File: config.mk
export PLATFORM = sky130hd
export DESIGN_NAME = char_row_sequencer_flat
export DESIGN_NICKNAME = d
export VERILOG_FILES = /design/src/rtl/char_row_sequencer_if.sv /design/src/rtl/char_row_sequencer.sv /design/src/flat_wrapper.sv
export SDC_FILE = /design/constraint.sdc
export NUM_CORES = 1
export LEC_CHECK = 0
export BUFFER_PORTS_ARGS = -buffer_cell sky130_fd_sc_hd__clkbuf_2
export CORE_ASPECT_RATIO = 1.25
export CORE_UTILIZATION = 45
export CTS_CLUSTER_SIZE = 16
export DETAILED_ROUTE_END_ITERATION = 10
export GPL_TIMING_DRIVEN = 0
export PLACE_DENSITY = 0.64
export SLEW_MARGIN = 10
export SYNTH_ARGS = -nofsm -noshare
export SYNTH_HDL_FRONTEND = slang
export SYNTH_SLANG_ARGS = --single-unit
File: constraint.sdc
create_clock -name clk -period 2.3 [get_ports clk]
set_input_delay 0.115 -clock clk [delete_from_list [all_inputs] [get_ports clk]]
set_output_delay 0.115 -clock clk [all_outputs]
set_load 0.02 [all_outputs]
File: src/rtl/char_row_sequencer_if.sv
// Character stream from the row sequencer to the glyph renderer:
// one char code per transfer, tagged with its column and an end-of-row flag.
interface char_row_sequencer_if #(
  parameter int DATA_W = 7,
  parameter int COL_W  = 7
) ();
  logic              char_valid;
  logic              char_ready;
  logic [DATA_W-1:0] char_data;
  logic [COL_W-1:0]  char_col;
  logic              char_last;

  modport master (output char_valid, char_data, char_col, char_last, input char_ready);
  modport slave  (input char_valid, char_data, char_col, char_last, output char_ready);
endinterface

File: src/rtl/char_row_sequencer.sv
// Reads one text row from the character ROM and streams it out in column order.
// Issue is credit-limited so ROM reads in flight plus FIFO entries never exceed the FIFO depth.
module char_row_sequencer #(
  parameter int ADDR_W     = 7,
  parameter int DATA_W     = 7,
  parameter int NUM_CHARS  = 80,
  parameter int ROM_LAT    = 2,
  parameter int FIFO_DEPTH = 4
) (
  input  logic                 clk,
  input  logic                 rst_n,
  input  logic                 start_i,
  input  logic                 abort_i,
  output logic [ADDR_W-1:0]    rom_addr_o,
  input  logic [DATA_W-1:0]    rom_data_i,
  output logic                 busy_o,
  output logic                 done_o,
  char_row_sequencer_if.master char_o
);

  localparam int COL_W = 7;
  localparam int PTR_W = $clog2(FIFO_DEPTH);
  localparam int CNT_W = PTR_W + 1;
  localparam int IF_W  = $clog2(ROM_LAT + 1);
  localparam int SUM_W = CNT_W + 1;
  localparam logic [ADDR_W-1:0] LAST_ADDR = ADDR_W'(NUM_CHARS - 1);
  localparam logic [COL_W-1:0]  LAST_COL  = COL_W'(NUM_CHARS - 1);

  typedef enum logic [1:0] {
    S_IDLE  = 2'd0,
    S_FETCH = 2'd1,
    S_DRAIN = 2'd2
  } state_e;

  function automatic logic [IF_W-1:0] count_tags(input logic [ROM_LAT-1:0] tags);
    logic [IF_W-1:0] n;
    n = '0;
    for (int i = 0; i < ROM_LAT; i++) begin
      n = n + IF_W'(tags[i]);
    end
    return n;
  endfunction

  state_e              state_q, state_d;
  logic [ADDR_W-1:0]   issue_cnt_q, issue_cnt_d;
  logic [ADDR_W-1:0]   rom_addr_q, rom_addr_d;
  logic [ROM_LAT-1:0]  tag_q, tag_d;
  logic [DATA_W-1:0]   mem_q [FIFO_DEPTH];
  logic [PTR_W-1:0]    wr_ptr_q, wr_ptr_d;
  logic [PTR_W-1:0]    rd_ptr_q, rd_ptr_d;
  logic [CNT_W-1:0]    cnt_q, cnt_d;
  logic                valid_q, valid_d;
  logic [DATA_W-1:0]   data_q, data_d;
  logic [COL_W-1:0]    col_q, col_d;
  logic                last_q, last_d;
  logic                busy_q, busy_d;
  logic                done_q, done_d;

  logic                issue_s;
  logic                flush_s;
  logic                col_rst_s;
  logic                pop_s;
  logic                push_s;
  logic                credit_s;
  logic [IF_W-1:0]     in_flight_s;
  logic [CNT_W-1:0]    remain_s;

  // Counts are taken before this edge's pop, so a full FIFO being drained still blocks one issue.
  assign in_flight_s = count_tags(tag_q);
  assign credit_s    = (SUM_W'(in_flight_s) + SUM_W'(cnt_q)) < SUM_W'(FIFO_DEPTH);
  assign pop_s       = valid_q & char_o.char_ready;
  assign push_s      = tag_q[ROM_LAT-1];

  // Row FSM: start/abort handling, address issue and end-of-row detection.
  always_comb begin
    state_d     = state_q;
    issue_cnt_d = issue_cnt_q;
    rom_addr_d  = rom_addr_q;
    busy_d      = busy_q;
    done_d      = 1'b0;
    issue_s     = 1'b0;
    flush_s     = 1'b0;
    col_rst_s   = 1'b0;
    if (abort_i) begin
      state_d = S_IDLE;
      busy_d  = 1'b0;
      flush_s = 1'b1;
    end else begin
      case (state_q)
        S_IDLE: begin
          if (start_i) begin
            state_d     = S_FETCH;
            issue_cnt_d = '0;
            busy_d      = 1'b1;
            col_rst_s   = 1'b1;
          end else begin
            state_d = S_IDLE;
          end
        end
        S_FETCH: begin
          if (credit_s) begin
            issue_s    = 1'b1;
            rom_addr_d = issue_cnt_q;
            if (issue_cnt_q == LAST_ADDR) begin
              state_d = S_DRAIN;
            end else begin
              issue_cnt_d = issue_cnt_q + ADDR_W'(1);
            end
          end else begin
            state_d = S_FETCH;
          end
        end
        S_DRAIN: begin
          if (pop_s && last_q && (cnt_q == CNT_W'(1)) && (in_flight_s == '0)) begin
            state_d = S_IDLE;
            busy_d  = 1'b0;
            done_d  = 1'b1;
          end else begin
            state_d = S_DRAIN;
          end
        end
        default: begin
          state_d = S_IDLE;
          busy_d  = 1'b0;
          flush_s = 1'b1;
        end
      endcase
    end
  end

  // Tag pipe, FIFO pointers and the registered stream head.
  always_comb begin
    tag_d    = tag_q;
    wr_ptr_d = wr_ptr_q;
    rd_ptr_d = rd_ptr_q;
    cnt_d    = cnt_q;
    valid_d  = valid_q;
    data_d   = data_q;
    col_d    = col_q;
    last_d   = last_q;
    remain_s = cnt_q - CNT_W'(pop_s);
    if (flush_s) begin
      tag_d    = '0;
      wr_ptr_d = '0;
      rd_ptr_d = '0;
      cnt_d    = '0;
      valid_d  = 1'b0;
      col_d    = '0;
      last_d   = 1'b0;
    end else begin
      tag_d    = {tag_q[ROM_LAT-2:0], issue_s};
      wr_ptr_d = wr_ptr_q + PTR_W'(push_s);
      rd_ptr_d = rd_ptr_q + PTR_W'(pop_s);
      cnt_d    = cnt_q + CNT_W'(push_s) - CNT_W'(pop_s);
      valid_d  = (cnt_d != '0);
      // An entry pushed into an otherwise empty FIFO bypasses straight to the head.
      if (remain_s != '0) begin
        data_d = mem_q[rd_ptr_d];
      end else if (push_s) begin
        data_d = rom_data_i;
      end else begin
        data_d = data_q;
      end
      if (col_rst_s) begin
        col_d = '0;
      end else if (pop_s && (col_q != LAST_COL)) begin
        col_d = col_q + COL_W'(1);
      end else begin
        col_d = col_q;
      end
      last_d = (col_d == LAST_COL);
    end
  end

  // State and datapath registers.
  always_ff @(posedge clk or negedge rst_n) begin
    if (!rst_n) begin
      state_q     <= S_IDLE;
      issue_cnt_q <= '0;
      rom_addr_q  <= '0;
      tag_q       <= '0;
      wr_ptr_q    <= '0;
      rd_ptr_q    <= '0;
      cnt_q       <= '0;
      valid_q     <= 1'b0;
      data_q      <= '0;
      col_q       <= '0;
      last_q      <= 1'b0;
      busy_q      <= 1'b0;
      done_q      <= 1'b0;
    end else begin
      state_q     <= state_d;
      issue_cnt_q <= issue_cnt_d;
      rom_addr_q  <= rom_addr_d;
      tag_q       <= tag_d;
      wr_ptr_q    <= wr_ptr_d;
      rd_ptr_q    <= rd_ptr_d;
      cnt_q       <= cnt_d;
      valid_q     <= valid_d;
      data_q      <= data_d;
      col_q       <= col_d;
      last_q      <= last_d;
      busy_q      <= busy_d;
      done_q      <= done_d;
    end
  end

  // FIFO storage; ROM data lands here when its tag leaves the pipe.
  always_ff @(posedge clk or negedge rst_n) begin
    if (!rst_n) begin
      for (int i = 0; i < FIFO_DEPTH; i++) begin
        mem_q[i] <= '0;
      end
    end else if (push_s && !flush_s) begin
      mem_q[wr_ptr_q] <= rom_data_i;
    end
  end

  assign rom_addr_o       = rom_addr_q;
  assign busy_o           = busy_q;
  assign done_o           = done_q;
  assign char_o.char_valid = valid_q;
  assign char_o.char_data  = data_q;
  assign char_o.char_col   = col_q;
  assign char_o.char_last  = last_q;

endmodule
File: src/flat_wrapper.sv
// flat-port wrapper written by rule: the top's interface ports become plain ports
module char_row_sequencer_flat 
#(
  parameter int ADDR_W     = 7,
  parameter int DATA_W     = 7,
  parameter int NUM_CHARS  = 80,
  parameter int ROM_LAT    = 2,
  parameter int FIFO_DEPTH = 4
)
  (clk, rst_n, start_i, abort_i, rom_addr_o, rom_data_i, busy_o, done_o, char_o_char_valid, char_o_char_data, char_o_char_col, char_o_char_last, char_o_char_ready);
  char_row_sequencer_if #(.DATA_W(DATA_W)) char_o_i ();
  input  logic clk;
  input  logic rst_n;
  input  logic start_i;
  input  logic abort_i;
  output logic [ADDR_W-1:0] rom_addr_o;
  input  logic [DATA_W-1:0] rom_data_i;
  output logic busy_o;
  output logic done_o;
  output wire logic [$bits(char_o_i.char_valid)-1:0] char_o_char_valid;
  output wire logic [$bits(char_o_i.char_data)-1:0] char_o_char_data;
  output wire logic [$bits(char_o_i.char_col)-1:0] char_o_char_col;
  output wire logic [$bits(char_o_i.char_last)-1:0] char_o_char_last;
  input wire logic [$bits(char_o_i.char_ready)-1:0] char_o_char_ready;
  assign char_o_char_valid = char_o_i.char_valid;
  assign char_o_char_data = char_o_i.char_data;
  assign char_o_char_col = char_o_i.char_col;
  assign char_o_char_last = char_o_i.char_last;
  assign char_o_i.char_ready = char_o_char_ready;
  char_row_sequencer #(.ADDR_W(ADDR_W), .DATA_W(DATA_W), .NUM_CHARS(NUM_CHARS), .ROM_LAT(ROM_LAT), .FIFO_DEPTH(FIFO_DEPTH)) u_core (.clk(clk), .rst_n(rst_n), .start_i(start_i), .abort_i(abort_i), .rom_addr_o(rom_addr_o), .rom_data_i(rom_data_i), .busy_o(busy_o), .done_o(done_o), .char_o(char_o_i));
endmodule
-- Word level (Yosys, flattened, before mapping)
Index checks and enable logic that the tools add are counted.
- bits in registers: 71
- input bits: 12
- output and inout bits: 25
- logic and storage cells: 109
- add/sub/neg operators: 9
- magnitude comparators: 4
- equal/unequal tests: 13
- muxes and demuxes: 43
- bitwise logic cells: 5
- reductions and logical operators: 18
- operators with widths (cell ; number):
    $mux W7 ; 12
    $bwmux W28 ; 1
    $mux W1 ; 17
    $add A7 B1 Y7 const B ; 2
    $bmux W7 S2 ; 1
    $demux W7 S2 ; 1
    $eq A7 B7 Y1 const B ; 2
    $mux W2 ; 7
    $pmux W7 S2 ; 1
    $ne A7 B7 Y1 const B ; 1
    $ge A3 B3 Y1 const B ; 2
    $logic_and A1 B1 Y1 ; 6
    $ne A2 B2 Y1 const B ; 3
    $not A2 Y3 ; 2
    $pmux W2 S3 ; 1
    $reduce_and A3 Y1 ; 2
    $reduce_bool A3 Y1 ; 2
    $sub A3 B1 Y3 ; 2
    $reduce_and A5 Y1 ; 1
    $add A2 B1 Y2 ; 2
    $add A2 B3 Y4 ; 1
    $logic_not A2 Y1 ; 2
    $lt A4 B3 Y1 const B ; 1
    $ne A4 B4 Y1 const B ; 1
    17 further kinds ; 19

-- Depth between registers and ports, before layout
Gate-level depths: netlist of the first run.
- word-level depth: 7
- depth in mapped cells: 10
- gate-level depth less buffers: 10

-- Worst setup path after synthesis of the first run
No wires, ideal clock.
- kind: register to register
- start: register u_core.valid_q, in the netlist u_core.char_o.char_valid
- end: register u_core.data_q[5], in the netlist u_core.char_o.char_data[5]
- library setup time: 0.135 ns
- arrival time: 2.221 ns
- required time: 2.165 ns
- setup slack: -0.056 ns
- stages on the path, launching flop included: 8
- buffers on the path: 1
- clock period less this slack: 2.356 ns
- cells stage by stage: dfrtp_1 -> nand2_1 -> inv_1 -> ha_1 -> clkbuf_1 -> mux4_2 -> o22ai_1 -> a21oi_1
- word-level cells in the longest chain between the ends: 7
- elaborated cells on any way between the ends: 11
- those cells by class: 2 x add/sub; 4 x mux; 2 x bitwise; 3 x reduce/logical
- ends and longest elaborated chain (element ; RTL line ; RTL):
    start: declaration ; char_row_sequencer.sv:52 ; logic valid_q, valid_d;
    start signal: assignment ; char_row_sequencer.sv:199 ; valid_q <= valid_d;
    $and A1 B1 Y1 (*) ; char_row_sequencer.sv:71 ; assign pop_s = valid_q & char_o.char_ready;
    $add A2 B1 Y2 ; char_row_sequencer.sv:153 ; rd_ptr_d = rd_ptr_q + PTR_W'(pop_s);
    $not A2 Y3 (not written as such) ; char_row_sequencer.sv:158 ; data_d = mem_q[rd_ptr_d];
    $bmux W7 S2 ; char_row_sequencer.sv:158 ;
    $mux W7 (not written as such) (2 in a row) ; char_row_sequencer.sv:158 ;
    $mux W7 ; char_row_sequencer.sv:157 ; if (remain_s != '0) begin
    end signal: assignment ; char_row_sequencer.sv:200 ; data_q <= data_d;
    end: declaration ; char_row_sequencer.sv:53 ; logic [DATA_W-1:0] data_q, data_d;
Mark *: on every way between the ends. The rest lies on a longest branch, timed or not. The select of a mux whose other input is x is not followed.
A chain may end at the register's enable or synchronous reset.

-- Final worst setup path of the first run
- start: register u_core.valid_q, in the netlist u_core.char_o.char_valid
- end: register u_core.valid_q, in the netlist u_core.char_o.char_valid
- word-level cells in the longest chain between the ends: 4
- ends and longest elaborated chain (element ; RTL line ; RTL):
    $and A1 B1 Y1 ; char_row_sequencer.sv:71 ;
    $sub A3 B1 Y3 ; char_row_sequencer.sv:154 ; cnt_d = cnt_q + CNT_W'(push_s) - CNT_W'(pop_s);
    $reduce_bool A3 Y1 ; char_row_sequencer.sv:155 ; valid_d = (cnt_d != '0);
    $mux W1 ; char_row_sequencer.sv:142 ; if (flush_s) begin
    net u_core.valid_d ; char_row_sequencer.sv:52 ;
The timed path passes the listed nets, and every way through them passes these cells.

==> metrics.txt, run 1 <==
status=finished clean; clock latency at the later pin of the worst-skew pair=0.35 ns; PortBufs=36; Synth cell types=44; cell internal pwr=2.71 mW; Worst Path Buf+Inv=3; final net count=363; sequential power share=0.404; syn nets=310; crit path max fanout=7; vias in the first global route=2388; CTS Buf Count=9; overflow left after global routing=0; drt pass-1 iters=4; Yosys top cell by area=dfrtp_1; CP endpoint kind=register; global-route wire length before repair=11600 um; total global-route track usage=0.197; CTS tree=yes; unrepaired setup endpoints after global routing=no; synthesis-to-layout area growth=19.4%; Hold Vio Cnt, Final=0; min Tclk post-route=2.16 ns; CTS root buf=clkbuf_8; largest net degree at the start of global routing=56; Die H=98.3 um; die footprint=7770 um^2; Yosys reg bits=71; CP max-delay cell=dfrtp_1; clock power share=0.309; Leak=1.91 nW; Placed Instances=414; Die X=79.0 um; Slew HR=0.486; Switch Pwr=1.23 mW; via/cell ratio=5.36; critical setup path kind=register to register; GP Congestion=0.791; post-synthesis simple-gate area fraction=0.154; mux share of post-synthesis cell area=0.145; FMAX=0.463 GHz; Setup WS pre-CTS=-0.351 ns; Starting Density=0.473; initial antenna violation count=0; cell family with most CP delay=adder cells; YS warnings=0; Crit path largest cell delay=0.42 ns; Ports=37; cell with the most instances after synthesis=dfrtp_1; Hold Crit Class=input pin to register; final worst slack=0.138 ns; peak supply drop=0.607 mV; maxcap violations=0; worst path cell trace=nand2_4 > inv_4 > ha_1 > inv_1 > ha_1 > inv_1 > fa_1 > xor2_1 > xnor2_1 > a31oi_1; DR vias=2333; Fin Clk Skew=0.00950 ns; synthesized area per cell=11.6 um^2; mapped cell area=3340 um^2; Mapped Cells=287; largest family of logic cells by synthesized area=simple AND/OR/NAND/NOR gates; worst hold slack=0.0246 ns; Core Util, Final=0.564; Final ANT Viol Nets=0; Synth top area share=0.532; ys async rst share=1.00; Synth area leaders=dfrtp_1 (53%), mux2_2 (9.4%), mux4_2 (4.7%); clk buf depth=2; XOR/XNOR Fraction of Synth Area=0.0367; detailed-placement wirelength estimate=4570 um; clk slew on worst S/H paths=0.07 ns; # setup viols final=0; Commonest cells post-synth=dfrtp_1 (71), nand2_1 (35), mux2_2 (28), nor2_1 (28), a21oi_1 (16); Site Rows=34; post-synthesis sequential area ratio=0.532; layout cells sized above 1=0.307; Critical Path RT=2.53 ns; Initial DRC Count=74; number of synthesized flops with an enable pin=0; critical path arrival=2.39 ns; final WL=6750 um; CTS sink count=71; Max Slew Vio Count=0; Final period util=0.940; Synth Area in Adders=0.0435; Synth Flop Type=dfrtp_1; Fillers=640; Logic pwr share=0.287; post-route non-filler standard cell count=435; CP startpoint kind=register; P per Cell Area=989 nW/um^2; Sw Share=0.312; Synth Area in Compound Gates=0.0652; Post-route DRC=0; # diodes=0; Tightest Pin Transition=0.765 ns; wire per inst=15.5 um; Placeable Area=7060 um^2; # H-tree levels=3
-- metal layers --
metal | routed length [um] | track usage
met1 | 3020 | 0.244
met4 | 148 | 0.0909
met2 | 3340 | 0.325
met5 | 0 | 0
met3 | 242 | 0.0421
-- registers in the layout (all words and copies together), names as in the netlist --
name                      flops
u_core.cnt_q                  3
u_core.char_o.char_col        7
u_core.char_o.char_data       7
u_core.issue_cnt_q            7
u_core.done_o                 1
u_core.busy_o                 1
u_core.wr_ptr_q               2
u_core.char_o.char_valid      1
u_core.rd_ptr_q               2
u_core.char_o.char_last       1
u_core.state_q                2
u_core.mem_q                 28
u_core.tag_q                  2
u_core.rom_addr_o             7
-- power groups by stage --
stage / Clock, mW / Sequential (mW) / Combinational [mW]
after global placement: 0 / 1.60 / 1.02
after global routing: 1.29 / 1.62 / 1.25
after detailed placement: 0 / 1.61 / 1.05
after CTS: 1.24 / 1.59 / 1.14
final: 1.22 / 1.59 / 1.13
after floorplan: 0 / 1.68 / 0.650
-- metrics by stage --
stage                     cell area (um^2)  TNS [ns]  total power [mW]
after global routing                  3980         0              4.16
after detailed placement              3660     -2.40              2.66
final                                 3980         0              3.94
after CTS                             3960         0              3.97
after floorplan                       3340         0              2.33
after global placement                3630     -2.17              2.61
-- timing repair --
action                                 in CTS  in global routing
buffers inserted                            2                  2
gates cloned                                0                  0
pin swaps                                   1                  2
resized for setup                           5                  4
setup endpoints to repair                   9                 10
hold buffers                                1                  0
endpoints found under the hold margin      47                  0
-- final timing paths --
path / start / depth (start not counted) / slack, ns / end
max in group asynchronous: rst_n / 3 / 1.55 / u_core.char_o.char_data[1]
worst max-delay path: u_core.char_o.char_valid / 10 / 0.14 / u_core.char_o.char_valid
worst max register to register: u_core.char_o.char_valid / 10 / 0.14 / u_core.char_o.char_valid
worst min-delay path: abort_i / 2 / 0.02 / u_core.busy_o
worst min register to register: u_core.rom_addr_o[5] / 2 / 0.48 / u_core.rom_addr_o[5]
min in group asynchronous: rst_n / 2 / 0.20 / u_core.char_o.char_col[4]
-- layout make-up --
cell class	instances	area [um^2]	area share
clock buffers	10	138	0.0345
multi-input cells	198	1520	0.380
inverters	10	40.0	0.0101
clock inverters	6	108	0.0270
plain buffers	8	43.8	0.0110
repair buffers	42	250	0.0628
well taps	90	113	0.0283
flip-flops and latches	71	1780	0.446
-- cell usage in the layout (no fill, tap or decap), types with 2 or more instances in the layout --
cell type,n
dfrtp_1,71
clkbuf_2,35
nand2_1,34
nor2_1,28
mux2_2,28
a21oi_1,16
ha_1,10
clkbuf_8,10
o22ai_1,8
inv_1,7
nor3_1,7
xnor2_1,7
mux4_2,7
nand3_1,6
xor2_1,6
clkbuf_1,4
o21ai_0,4
buf_4,4
and2_1,3
nand4_1,3
bufinv_16,3
buf_2,2
and3_1,2
nor3b_1,2
clkbuf_4,2
nand3b_1,2
a31oi_1,2
nand4b_1,2
clkinv_2,2
-- kinds of logic (layout without fill, tap and decap cells) --
logic type                 Yosys count  in the layout
muxes                               36             36
DFF                                 71             71
adders and majority gates           11             11
xor gates and xnor gates            14             14
buffers and inverters               18             76
and+or+nand+nor                    100            100
AOI/OAI and AO/OA                   37             37
Note: power is estimated with default switching activity, not from simulation.
==> run 2, diff against run 1 <==
--- a/config.mk
+++ b/config.mk
@@ -12,6 +12,7 @@
 export DETAILED_ROUTE_END_ITERATION = 10
 export GPL_TIMING_DRIVEN = 0
 export PLACE_DENSITY = 0.64
+export RECOVER_POWER = 50
 export SLEW_MARGIN = 10
 export SYNTH_ARGS = -nofsm -noshare
 export SYNTH_HDL_FRONTEND = slang
==> metrics.txt, run 2 (synthesized netlist as in run 1, its figures left out) <==
worst path cell trace=nand2_4 > inv_4 > ha_1 > inv_1 > ha_1 > inv_1 > fa_1 > xor2_1 > xnor2_1 > a31oi_1; Leak=1.86 nW; FMAX=0.463 GHz; # H-tree levels=3; clk buf depth=2; CTS Buf Count=9; CTS tree=yes; final net count=363; largest net degree at the start of global routing=56; overflow left after global routing=0; Slew HR=0.400; PortBufs=36; sequential power share=0.405; total global-route track usage=0.197; Fin Clk Skew=0.00987 ns; status=finished clean; critical setup path kind=register to register; Core Util, Final=0.559; Hold Crit Class=input pin to register; CP max-delay cell=dfrtp_1; highest-count cells in the layout ignoring fill and taps=dfrtp_1 (71), nand2_1 (34), nor2_1 (28), mux2_2 (28), clkbuf_2 (23); Final period util=0.940; critical path arrival=2.39 ns; CTS sink count=71; Placeable Area=7060 um^2; layout cells sized above 1=0.270; die footprint=7770 um^2; clock latency at the later pin of the worst-skew pair=0.35 ns; Tightest Pin Transition=0.900 ns; Final ANT Viol Nets=0; Sw Share=0.313; placed cell area=3660 um^2; commonest non-fill, non-tap cell in the layout=dfrtp_1; final worst slack=0.139 ns; Die H=98.3 um; Die X=79.0 um; wire per inst=15.5 um; CP startpoint kind=register; Hold Vio Cnt, Final=0; max reg flops=28; Worst R2R End=u_core.char_o.char_valid; min Tclk post-route=2.16 ns; final setup TNS=0 ns; Starting Density=0.473; peak supply drop=0.598 mV; via/cell ratio=5.38; # setup viols final=0; detailed-placement wirelength estimate=4570 um; clock power share=0.310; CTS root buf=clkbuf_8; unrepaired setup endpoints after global routing=no; Crit. Startpoint=u_core.char_o.char_valid; Ports=37; worst setup path end=u_core.char_o.char_valid; Critical Path RT=2.53 ns; vias in the first global route=2388; Post-route DRC=0; worst hold slack=0.0274 ns; Site Rows=34; R2R depth=10; CP endpoint kind=register; crit path max fanout=7; Crit path largest cell delay=0.42 ns; DR vias=2339; Fillers=652; Switch Pwr=1.23 mW; # diodes=0; final WL=6740 um; clk slew on worst S/H paths=0.07 ns; FF-to-FF setup slack=0.14 ns; P per Cell Area=994 nW/um^2; global-route wire length before repair=11600 um; Logic pwr share=0.284; maxcap violations=0; cell internal pwr=2.70 mW; Setup WS pre-CTS=-0.351 ns; initial antenna violation count=0; drt pass-1 iters=4; reg-to-reg startpoint=u_core.char_o.char_valid; GP Congestion=0.791; Top reg by flops=u_core.mem_q; final instance area=3950 um^2; synthesis-to-layout area growth=18.2%; Initial DRC Count=95; Max Slew Vio Count=0
-- run 2: power by group through the flow --
stage	Clock, mW	Sequential [mW]	Combinational, mW
2_1_floorplan	0	1.68	0.650
3_3_place_gp	0	1.60	1.02
3_5_place_dp	0	1.61	1.05
4_1_cts	1.24	1.59	1.14
5_1_grt	1.29	1.62	1.23
6_report	1.22	1.59	1.11
-- run 2: critical path: cells and delay by family, from the launching register on --
family / cells / cell delay (ns)
adders and majority gates: 3 / 0.81
DFF: 1 / 0.42
AOI/OAI and AO/OA: 1 / 0.11
buffers and inverters: 3 / 0.18
and+or+nand+nor: 1 / 0.11
xor gates and xnor gates: 2 / 0.39
-- run 2: final cells by class --
class	instances	area [um^2]	area share
Sequential cell	71	1780	0.450
Multi-Input combinational cell	198	1520	0.384
Timing Repair Buffer	42	211	0.0536
Clock buffer	10	138	0.0349
Tap cell	90	113	0.0285
Clock inverter	6	108	0.0273
Buffer	8	43.8	0.0111
Inverter	10	40.0	0.0101
-- run 2: through the flow --
| step | instances | total power, mW |
|---|---|---|
| after floorplan | 287 | 2.33 |
| after global placement | 413 | 2.61 |
| after detailed placement | 414 | 2.66 |
| after CTS | 433 | 3.97 |
| after global routing | 435 | 4.14 |
| final | 435 | 3.92 |
-- run 2: per-layer routing --
layer | track usage | vias to the layer above | wire length (um)
met1 | 0.244 | 1172 | 3010
met2 | 0.325 | 38 | 3380
met5 | 0 | - | 0
met4 | 0.0909 | 0 | 143
li1 | - | 1115 | -
met3 | 0.0421 | 14 | 204
-- run 2: repair_timing --
| item | in CTS | in global routing |
|---|---|---|
| hold endpoints to repair | 47 | 0 |
| gates resized for setup | 5 | 4 |
| hold buffers | 1 | 0 |
| setup endpoints to repair | 9 | 10 |
| buffers inserted | 2 | 2 |
| pin swaps | 1 | 2 |
-- run 2: how the worst min path moves through the flow --
stage | startpoint | to | slack [ns] | cells past startpoint
CTS | abort_i | u_core.busy_o | 0.006 | 2
global route | abort_i | u_core.busy_o | 0.02 | 2
finish | abort_i | u_core.busy_o | 0.03 | 2
global placement | abort_i | u_core.busy_o | 0.37 | 2
floorplan | rst_n | u_core.busy_o | -0.18 | 0
detailed placement | rst_n | u_core.char_o.char_col[4] | 0.04 | 1
